## config.mk

```make
export PLATFORM = sky130hd
export DESIGN_NAME = rom_saver
export DESIGN_NICKNAME = d
export VERILOG_FILES = /design/src/rtl/rom_saver.sv
export SDC_FILE = /design/constraint.sdc
export NUM_CORES = 1
export LEC_CHECK = 0
export BUFFER_PORTS_ARGS = -buffer_cell sky130_fd_sc_hd__buf_2
export CORE_ASPECT_RATIO = 0.75
export CORE_UTILIZATION = 40
export CTS_CLUSTER_SIZE = 12
export DETAILED_ROUTE_END_ITERATION = 8
export PLACE_DENSITY = 0.67
export SLEW_MARGIN = 40
export SYNTH_ARGS = -nofsm -noshare
export SYNTH_HDL_FRONTEND = slang
export SYNTH_SLANG_ARGS = --single-unit
```

## constraint.sdc

```tcl
create_clock -name clk -period 2.92 [get_ports clk]
set_input_delay 0 -clock clk [delete_from_list [all_inputs] [get_ports clk]]
set_output_delay 0 -clock clk [all_outputs]
set_load 0.01 [all_outputs]
```

## src/rtl/rom_saver.sv

```systemverilog
// rom_saver: uploads core memory to the ZPUFlex host.
// Bytes are read over the ioctl bus and packed big-endian into 32-bit words. The first byte
// of each word goes to [31:24]. Each word is then handed over with a 4-phase req/ack handshake.
//
// Ports
//   clk, reset_n        system clock, synchronous active-low reset
//   host_upload         level; its rising edge starts an upload, dropping it aborts
//   host_upload_size    byte count minus one, latched at start
//   host_file_type      selects ioctl_index (rom / .o / .c / .p)
//   host_updata         packed word presented to the host
//   host_updata_req     word valid / request
//   host_updata_ack     host acknowledge
//   upload_done         set once every byte has been delivered; cleared by the next start
//   ioctl_upload        copy of host_upload
//   ioctl_index         file index derived from host_file_type
//   ioctl_rd            one-clock byte read strobe
//   ioctl_addr          byte address of the current read
//   ioctl_din           byte read data, valid RD_LATENCY clocks after ioctl_rd
module rom_saver #(
  parameter int unsigned RD_LATENCY = 2
) (
  input  logic        clk,
  input  logic        reset_n,
  input  logic        host_upload,
  input  logic [15:0] host_upload_size,
  input  logic [2:0]  host_file_type,
  output logic [31:0] host_updata,
  output logic        host_updata_req,
  input  logic        host_updata_ack,
  output logic        upload_done,
  output logic        ioctl_upload,
  output logic [15:0] ioctl_index,
  output logic        ioctl_rd,
  output logic [26:0] ioctl_addr,
  input  logic [7:0]  ioctl_din
);

  typedef enum logic [2:0] {StIdle, StRd, StWait, StSend, StAckLo} state_e;

  state_e      state_q, state_d;
  logic        upload_pre_q;
  logic [16:0] addr_q;
  logic [16:0] count_q;
  logic [16:0] total_q;
  logic [1:0]  idx_q;
  logic [2:0]  wait_cnt_q;
  logic [31:0] word_q, word_next;
  logic        req_q, rd_q, done_q;

  logic        start;
  logic        last_wait;
  logic        capture;
  logic [16:0] count_inc;

  assign start     = host_upload & ~upload_pre_q;
  assign last_wait = (wait_cnt_q == 3'(RD_LATENCY - 1));
  assign count_inc = count_q + 17'd1;
  assign capture   = (state_q == StWait) && last_wait && host_upload && !start;

  // State register.
  always_ff @(posedge clk) begin
    if (!reset_n) state_q <= StIdle;
    else          state_q <= state_d;
  end

  // Next-state logic. Start overrides everything, then abort, then normal flow.
  always_comb begin
    state_d = state_q;
    unique case (state_q)
      StIdle:  state_d = state_q;
      StRd:    state_d = StWait;
      StWait: begin
        if (last_wait) begin
          state_d = (idx_q == 2'd3 || count_inc == total_q) ? StSend : StRd;
        end
      end
      StSend:  if (req_q && host_updata_ack) state_d = StAckLo;
      StAckLo: if (!host_updata_ack) state_d = (count_q == total_q) ? StIdle : StRd;
      default: state_d = StIdle;
    endcase
    if (state_q != StIdle && !host_upload) state_d = StIdle;
    if (start) state_d = StRd;
  end

  // Edge detector runs through reset so a level still high after reset is not a new start.
  always_ff @(posedge clk) begin
    upload_pre_q <= host_upload;
  end

  // Byte lane insertion; lane 0 starts a fresh word so unfilled lanes read as zero.
  always_comb begin
    word_next = (idx_q == 2'd0) ? 32'h0 : word_q;
    unique case (idx_q)
      2'd0: word_next[31:24] = ioctl_din;
      2'd1: word_next[23:16] = ioctl_din;
      2'd2: word_next[15:8]  = ioctl_din;
      2'd3: word_next[7:0]   = ioctl_din;
      default: word_next = word_q;
    endcase
  end

  // Datapath and registered outputs.
  always_ff @(posedge clk) begin
    if (!reset_n) begin
      addr_q     <= '0;
      count_q    <= '0;
      total_q    <= '0;
      idx_q      <= '0;
      wait_cnt_q <= '0;
      word_q     <= '0;
      req_q      <= 1'b0;
      rd_q       <= 1'b0;
      done_q     <= 1'b0;
    end else begin
      rd_q       <= (state_d == StRd);
      // A request is raised only while ack is low, so a stale ack is never taken.
      req_q      <= (state_d == StSend) && (req_q || !host_updata_ack);
      wait_cnt_q <= (state_q == StWait) ? wait_cnt_q + 3'd1 : 3'd0;
      if (start) begin
        addr_q  <= '0;
        count_q <= '0;
        idx_q   <= '0;
        done_q  <= 1'b0;
        total_q <= {1'b0, host_upload_size} + 17'd1;
      end else begin
        if (capture) begin
          addr_q  <= addr_q + 17'd1;
          count_q <= count_inc;
          word_q  <= word_next;
          if (state_d == StRd) idx_q <= idx_q + 2'd1;
        end
        if (state_q == StAckLo && state_d == StRd) idx_q <= 2'd0;
        if (state_q == StAckLo && state_d == StIdle && host_upload) done_q <= 1'b1;
      end
    end
  end

  // Outputs.
  always_comb begin
    host_updata     = word_q;
    host_updata_req = req_q;
    upload_done     = done_q;
    ioctl_rd        = rd_q;
    ioctl_addr      = {10'd0, addr_q};
    ioctl_upload    = host_upload;
    unique case (host_file_type)
      3'b111:  ioctl_index = 16'h0000;
      3'b010:  ioctl_index = 16'h001F;
      3'b011:  ioctl_index = 16'h003F;
      default: ioctl_index = 16'h005F;
    endcase
  end

endmodule
```

==> metrics.cfg, run 1 <==
[sta]
worst_pin_slew_ns=0.625
tns_ns=0
min_period_ns=2.77
worst_slack_ns=0.153
maxSlewViolCount=0
rsz0062_at_grt=false
post-route-period-util=0.947
finalHoldViolations=0
setup_violations=0
slew_headroom=0.581
finClkSkew_ns=0.00923
whs_ns=0.0263
clock.fmax_ghz=0.361

[floorplanning]
initial_core_util=0.411
dieWidth_um=132
dieArea_mm2=0.0131
dieHeight_um=99.4
num_rows=35
io_pins=110
core_mm2=0.0123

[global_route]
gr-usage-all-layers=0.194
grt_max_degree=38
grt_antenna_before_repair=0
grt_pass1_wl_mm=20.4
grt_pass1_vias=4126
grt_overflow=0

[finish]
final_cells=862
num_antenna_cells=0
fin_area_mm2=0.00593
drive_above_1_share=0.190
area_growth_pct=17.3
fin_nets=731
multi_input_comb_area_mm2=0.00281
seq_area_mm2=0.00190
n_fill_cell=1188
postLayoutCoreUtil=0.482

[worst_setup_path]
path_class=reg -> reg
cp.required_ns=3.16
endpoint_kind=flip-flop
crit_arrival_ns=3.01
setup.worst_path.start_class=flip-flop
cp_max_fo=14

[logic_synthesis]
yosys.area.top_type_share=0.376
async_reset_ff_frac=0
synth_area_leader_cell=dfxtp_1
yosysWarnings=0
synth_seq_cells=95
synth_area_leaders=dfxtp_1 (38%), xor2_1 (5.7%), xnor2_1 (5.4%), nand2_1 (5.3%), a21oi_1 (4.7%)
netlist_area_mm2=0.00505
ys_seq_area_frac=0.376
synthCells=608
synth-edff-count=0
ys_types=60
avgSynthCellArea_um2=8.31
yosys_most_used_dff=dfxtp_1

[routing]
drtIter0Drc=280
drt_pass1_iterations=5
num_vias=4507
routed_wl_mm=12.5
via_per_inst=5.23
ant_nets=0
routedWlPerCell_um=14.5
drc=0

[clocking]
clkLatencyLatePin_ns=0.35
clock-root-buffer=clkbuf_16
post_cts.repair.setup_buffers=0
cts_tree=yes
cts_sinks=95
cts_buffers=9
clk_pin_slew_ns=0.07
htree_levels=3
clk_path_buf_depth=2

[worst_hold_path]
hp-class=in -> reg

[flow_run]
maxCapViolCount=0

[placement]
gp_congestion=0.939
place_ws_ns=0.231
placed_cell_area_mm2=0.00546
hpwl_mm=9.33
io_buffers=90
dpl.cell_count=829

[power]
power_density_mw_per_mm2=452
ir_worst_vdd_mv=0.303
p_total_mw=2.68
p_leak_nw=2.33

[run_status]
outcome=complete, no violations

[cells by family after synthesis]
group	after synthesis	share of synthesized area
buffers and inverters	71	0.0812
other	1	0.000742
AND/OR/NAND/NOR	262	0.277
AO/OA/AOI/OAI	105	0.130
XOR/XNOR	64	0.111
adder cells (fa/ha/maj)	9	0.0223
flip-flops	95	0.376
multiplexers	1	0.00198
[cell type report]
| type | instances | share of cell area |
|---|---|---|
| flip-flops and latches | 95 | 0.321 |
| clock inverters | 7 | 0.0116 |
| well taps | 166 | 0.0350 |
| clock buffers | 9 | 0.0380 |
| multi-input cells | 460 | 0.475 |
| inverters | 12 | 0.00760 |
| repair buffers | 113 | 0.112 |
[state kept, by name (all words and copies together) (netlist names)]
| register | flops |
|---|---|
| host_updata | 32 |
| addr_q | 17 |
| count_q | 17 |
| total_q | 17 |
| state_q | 3 |
| wait_cnt_q | 3 |
| idx_q | 2 |
| host_updata_req | 1 |
| ioctl_rd | 1 |
| upload_done | 1 |
| upload_pre_q | 1 |
[power by group]
group,switching [mW],total [mW],internal (mW)
Clock,0.541,1.14,0.598
Combinational,0.126,0.211,0.0852
Sequential,0.0199,1.33,1.31
Total,0.687,2.68,1.99
[cells in the mapped netlist, drive strengths merged, types with 2 or more instances]
cell type,instances
a211oi,15
a21oi,47
a32o,2
and2,7
and3,10
and4,3
buf,37
clkbuf,22
dfxtp,95
ha,9
inv,12
nand2,72
nand2b,8
nand3,39
nand4,18
nor2,57
nor2b,7
nor3,10
nor3b,3
nor4,9
o21a,3
o21ai,20
o21ba,2
o311a,2
o31ai,2
or2,2
or3,10
or4,2
xnor2,31
xor2,33
[critical path, stage by stage, from the launching register on]
cell       delay, ns
dfxtp_1         0.44
ha_1            0.30
nand3_2         0.30
o21ai_0         0.25
o311ai_1        0.13
a2111oi_0       0.49
nand4_1         0.32
nor2b_4         0.23
a32o_1          0.21
[final timing paths]
kind                                           start              to  slack (ns)  cells past startpoint
worst max-delay path                      count_q[0]        idx_q[1]        0.15                      8
worst min-delay path            host_upload_size[10]     total_q[10]        0.03                      3
worst max register to register            count_q[0]        idx_q[1]        0.15                      8
worst min register to register        host_updata[1]  host_updata[1]        0.45                      2
[metal layers]
metal	global-route usage	share of wire	vias to the layer above	wire length [µm]
met5	0	0	-	0
met3	0.0403	0.057	22	708
met1	0.272	0.48	2115	6060
met4	0.0707	0.016	0	197
met2	0.294	0.44	143	5530
li1	-	-	2227	-
[timing repair]
item | 4_1_cts | 5_1_grt
endpoints found under the hold margin | 41 | 0
setup endpoints to repair | 0 | 0
gates resized for setup | 0 | 0
hold buffers | 17 | 0
[cells in the final DEF, fill, tap and decap left out, types with 9 or more instances in the layout]
cell,count
conb_1,19
nand2_1,72
xnor2_1,31
dfxtp_1,95
xor2_1,33
a211oi_1,15
o21ai_0,17
dlygate4sd3_1,17
a21oi_1,47
or3_1,10
nand3_1,37
buf_2,90
nand4_1,15
ha_1,9
and3_1,10
clkbuf_16,9
nor2_1,57
inv_1,12
(Power assumes the default switching activity.)
==> run 2: changes to the inputs <==
CORE_ASPECT_RATIO = 0.6   (was 0.75)
MAX_ROUTING_LAYER = met4   (was unset)
==> run 2 against run 1 <==
Net effect:
- sequential share of layout area about the same
- cell area down 0.15%
- critical path depth unchanged
- combinational power up 3%
- register-to-register slack better by 0.09 ns
- clock skew up 0.0028 ns
- non-clock buffer count up 2
- largest cell class unchanged
==> metrics.cfg, run 2 (synthesis results as in run 1) <==
[finish]
final_cell_mix=dfxtp_1 (95), buf_2 (90), nand2_1 (72)
area_growth_pct=17.1
seq_area_mm2=0.00190  ; unchanged
num_antenna_cells=0  ; unchanged
final_common_cell=dfxtp_1
drive_above_1_share=0.196  ; +0.00662
final_cells=863  ; +0.12%
fin_nets=733  ; +0.27%
largest_reg_flops=32  ; unchanged
n_fill_cell=1199  ; +0.93%
multi_input_comb_area_mm2=0.00281  ; unchanged

[routing]
drc=0  ; unchanged
routedWlPerCell_um=15.6  ; +7.4%
via_per_inst=5.35  ; +2.3%
routed_wl_mm=13.4  ; +7.5%
ant_nets=0  ; unchanged
drtIter0Drc=279  ; -0.36%
num_vias=4616  ; +2.4%
drt_pass1_iterations=7  ; +2

[sta]
slew_headroom=0.601  ; +0.0202
clock.fmax_ghz=0.374  ; +3.5%
post-route-period-util=0.916  ; -0.0319
finalHoldViolations=0  ; unchanged
finClkSkew_ns=0.0120  ; +0.00279 ns
worst_slack_ns=0.247  ; +0.0931 ns
min_period_ns=2.67  ; -0.0931 ns
tns_ns=0  ; unchanged
maxSlewViolCount=0  ; unchanged
worst_pin_slew_ns=0.595  ; -0.0300 ns
rsz0062_at_grt=false
setup_violations=0  ; unchanged

[global_route]
grt_pass1_wl_mm=20.8  ; +1.6%
grt_antenna_before_repair=0  ; unchanged
gr-usage-all-layers=0.210  ; +0.0159
grt_overflow=0  ; unchanged
grt_pass1_vias=4081  ; -1.1%
grt_max_degree=30  ; -21%

[worst_setup_path]
rr_startpoint=count_q[0]
path_class=reg -> reg
endpoint_kind=flip-flop
cpPeakStageDelay_ns=0.53  ; +0.04 ns
reg2reg_depth=8  ; unchanged
crit_arrival_ns=2.92  ; -0.09 ns
cp_max_fo=11  ; -3
startpoint=count_q[0]
cp.required_ns=3.16  ; about the same
endpoint=idx_q[0]
setup.worst_path.start_class=flip-flop
r2r-end=idx_q[0]
cpMaxStageDelayCell=or4_1
rrSetupSlack_ns=0.25  ; +0.09 ns
path_cells=ha_1 -> nand3_2 -> or4_1 -> and3_1 -> a311oi_2 -> nand4_1 -> nor2b_4 -> a32o_1

[run_status]
outcome=complete, no violations

[clocking]
cts_buffers=9  ; unchanged
clkLatencyLatePin_ns=0.35  ; about the same
htree_levels=3  ; unchanged
clk_pin_slew_ns=0.07  ; about the same
clock-root-buffer=clkbuf_16
cts_tree=yes
clk_path_buf_depth=2  ; unchanged
cts_sinks=95  ; unchanged
cts_resized=0  ; unchanged

[floorplanning]
dieWidth_um=147  ; +12%
dieHeight_um=89.1  ; -10%
initial_core_util=0.415  ; +0.00426
io_pins=110  ; unchanged
dieArea_mm2=0.0131  ; about the same
core_mm2=0.0122  ; -1.0%
num_rows=31  ; -11%

[power]
ir_worst_vdd_mv=0.316  ; +4.5%
p_leak_nw=2.34  ; +0.21%
power_density_mw_per_mm2=453  ; about the same

[placement]
io_buffers=90  ; unchanged
gp_congestion=0.982  ; +4.6%
place_ws_ns=0.254  ; +0.0231 ns
dpl.cell_count=833  ; +0.48%
hpwl_mm=10.1  ; +8.3%

[flow_run]
maxCapViolCount=0  ; unchanged

[worst_hold_path]
whs_path_depth=3  ; unchanged
hp-class=in -> reg

## run 2: metrics by stage
stage	cell area [µm²]	hold WS (ns)	utilization	total power, mW
floorplan	5120	0.0277	-	1.50
detailed placement	5500	0.180	0.452	1.56
global placement	5500	0.176	0.452	1.55
finish	5920	0.000808	0.486	2.68
global route	5920	0.0259	0.486	2.76
CTS	5920	0.00162	0.486	2.69
## run 2: worst min path at each step
stage	startpoint	to
finish	host_upload_size[14]	total_q[14]
CTS	host_upload_size[10]	total_q[10]
global route	host_upload_size[2]	total_q[2]
floorplan	host_upload	upload_pre_q
global placement	host_upload	upload_pre_q
detailed placement	host_upload	upload_pre_q
## run 2: layer usage
| metal | part of all wire | GRT usage | vias to the layer above |
|---|---|---|---|
| li1 | - | - | 2224 |
| met1 | 0.49 | 0.294 | 2210 |
| met2 | 0.42 | 0.304 | 170 |
| met3 | 0.079 | 0.0531 | 12 |
| met4 | 0.0090 | 0.0412 | 0 |
| met5 | 0 | - | - |
## run 2: what timing repair did
action | 4_1_cts | 5_1_grt
hold buffers | 14 | 0
endpoints found under the hold margin | 40 | 0
buffers inserted | 0 | 0
## run 2: report_power, final
part	leakage, nW	switching [mW]	internal [mW]
clock network	0.136	0.541	0.592
logic	1.43	0.133	0.0840
registers	0.769	0.0185	1.31
total	2.34	0.692	1.99
## run 2: final cells by class
cell class	instances	share of cell area
clock buffer	10	0.0387
inverter	12	0.00761
clock inverter	6	0.00846
sequential	95	0.321
timing repair buffer	115	0.114
multi-input combinational	460	0.475
tap	165	0.0349
## run 2: worst max-delay path, delay by kind of cell (launching register included)
family          cells  cell delay [ns]
simple gates        5             1.38
fa+ha+maj           1             0.31
compound gates      2             0.45
flops               1             0.44
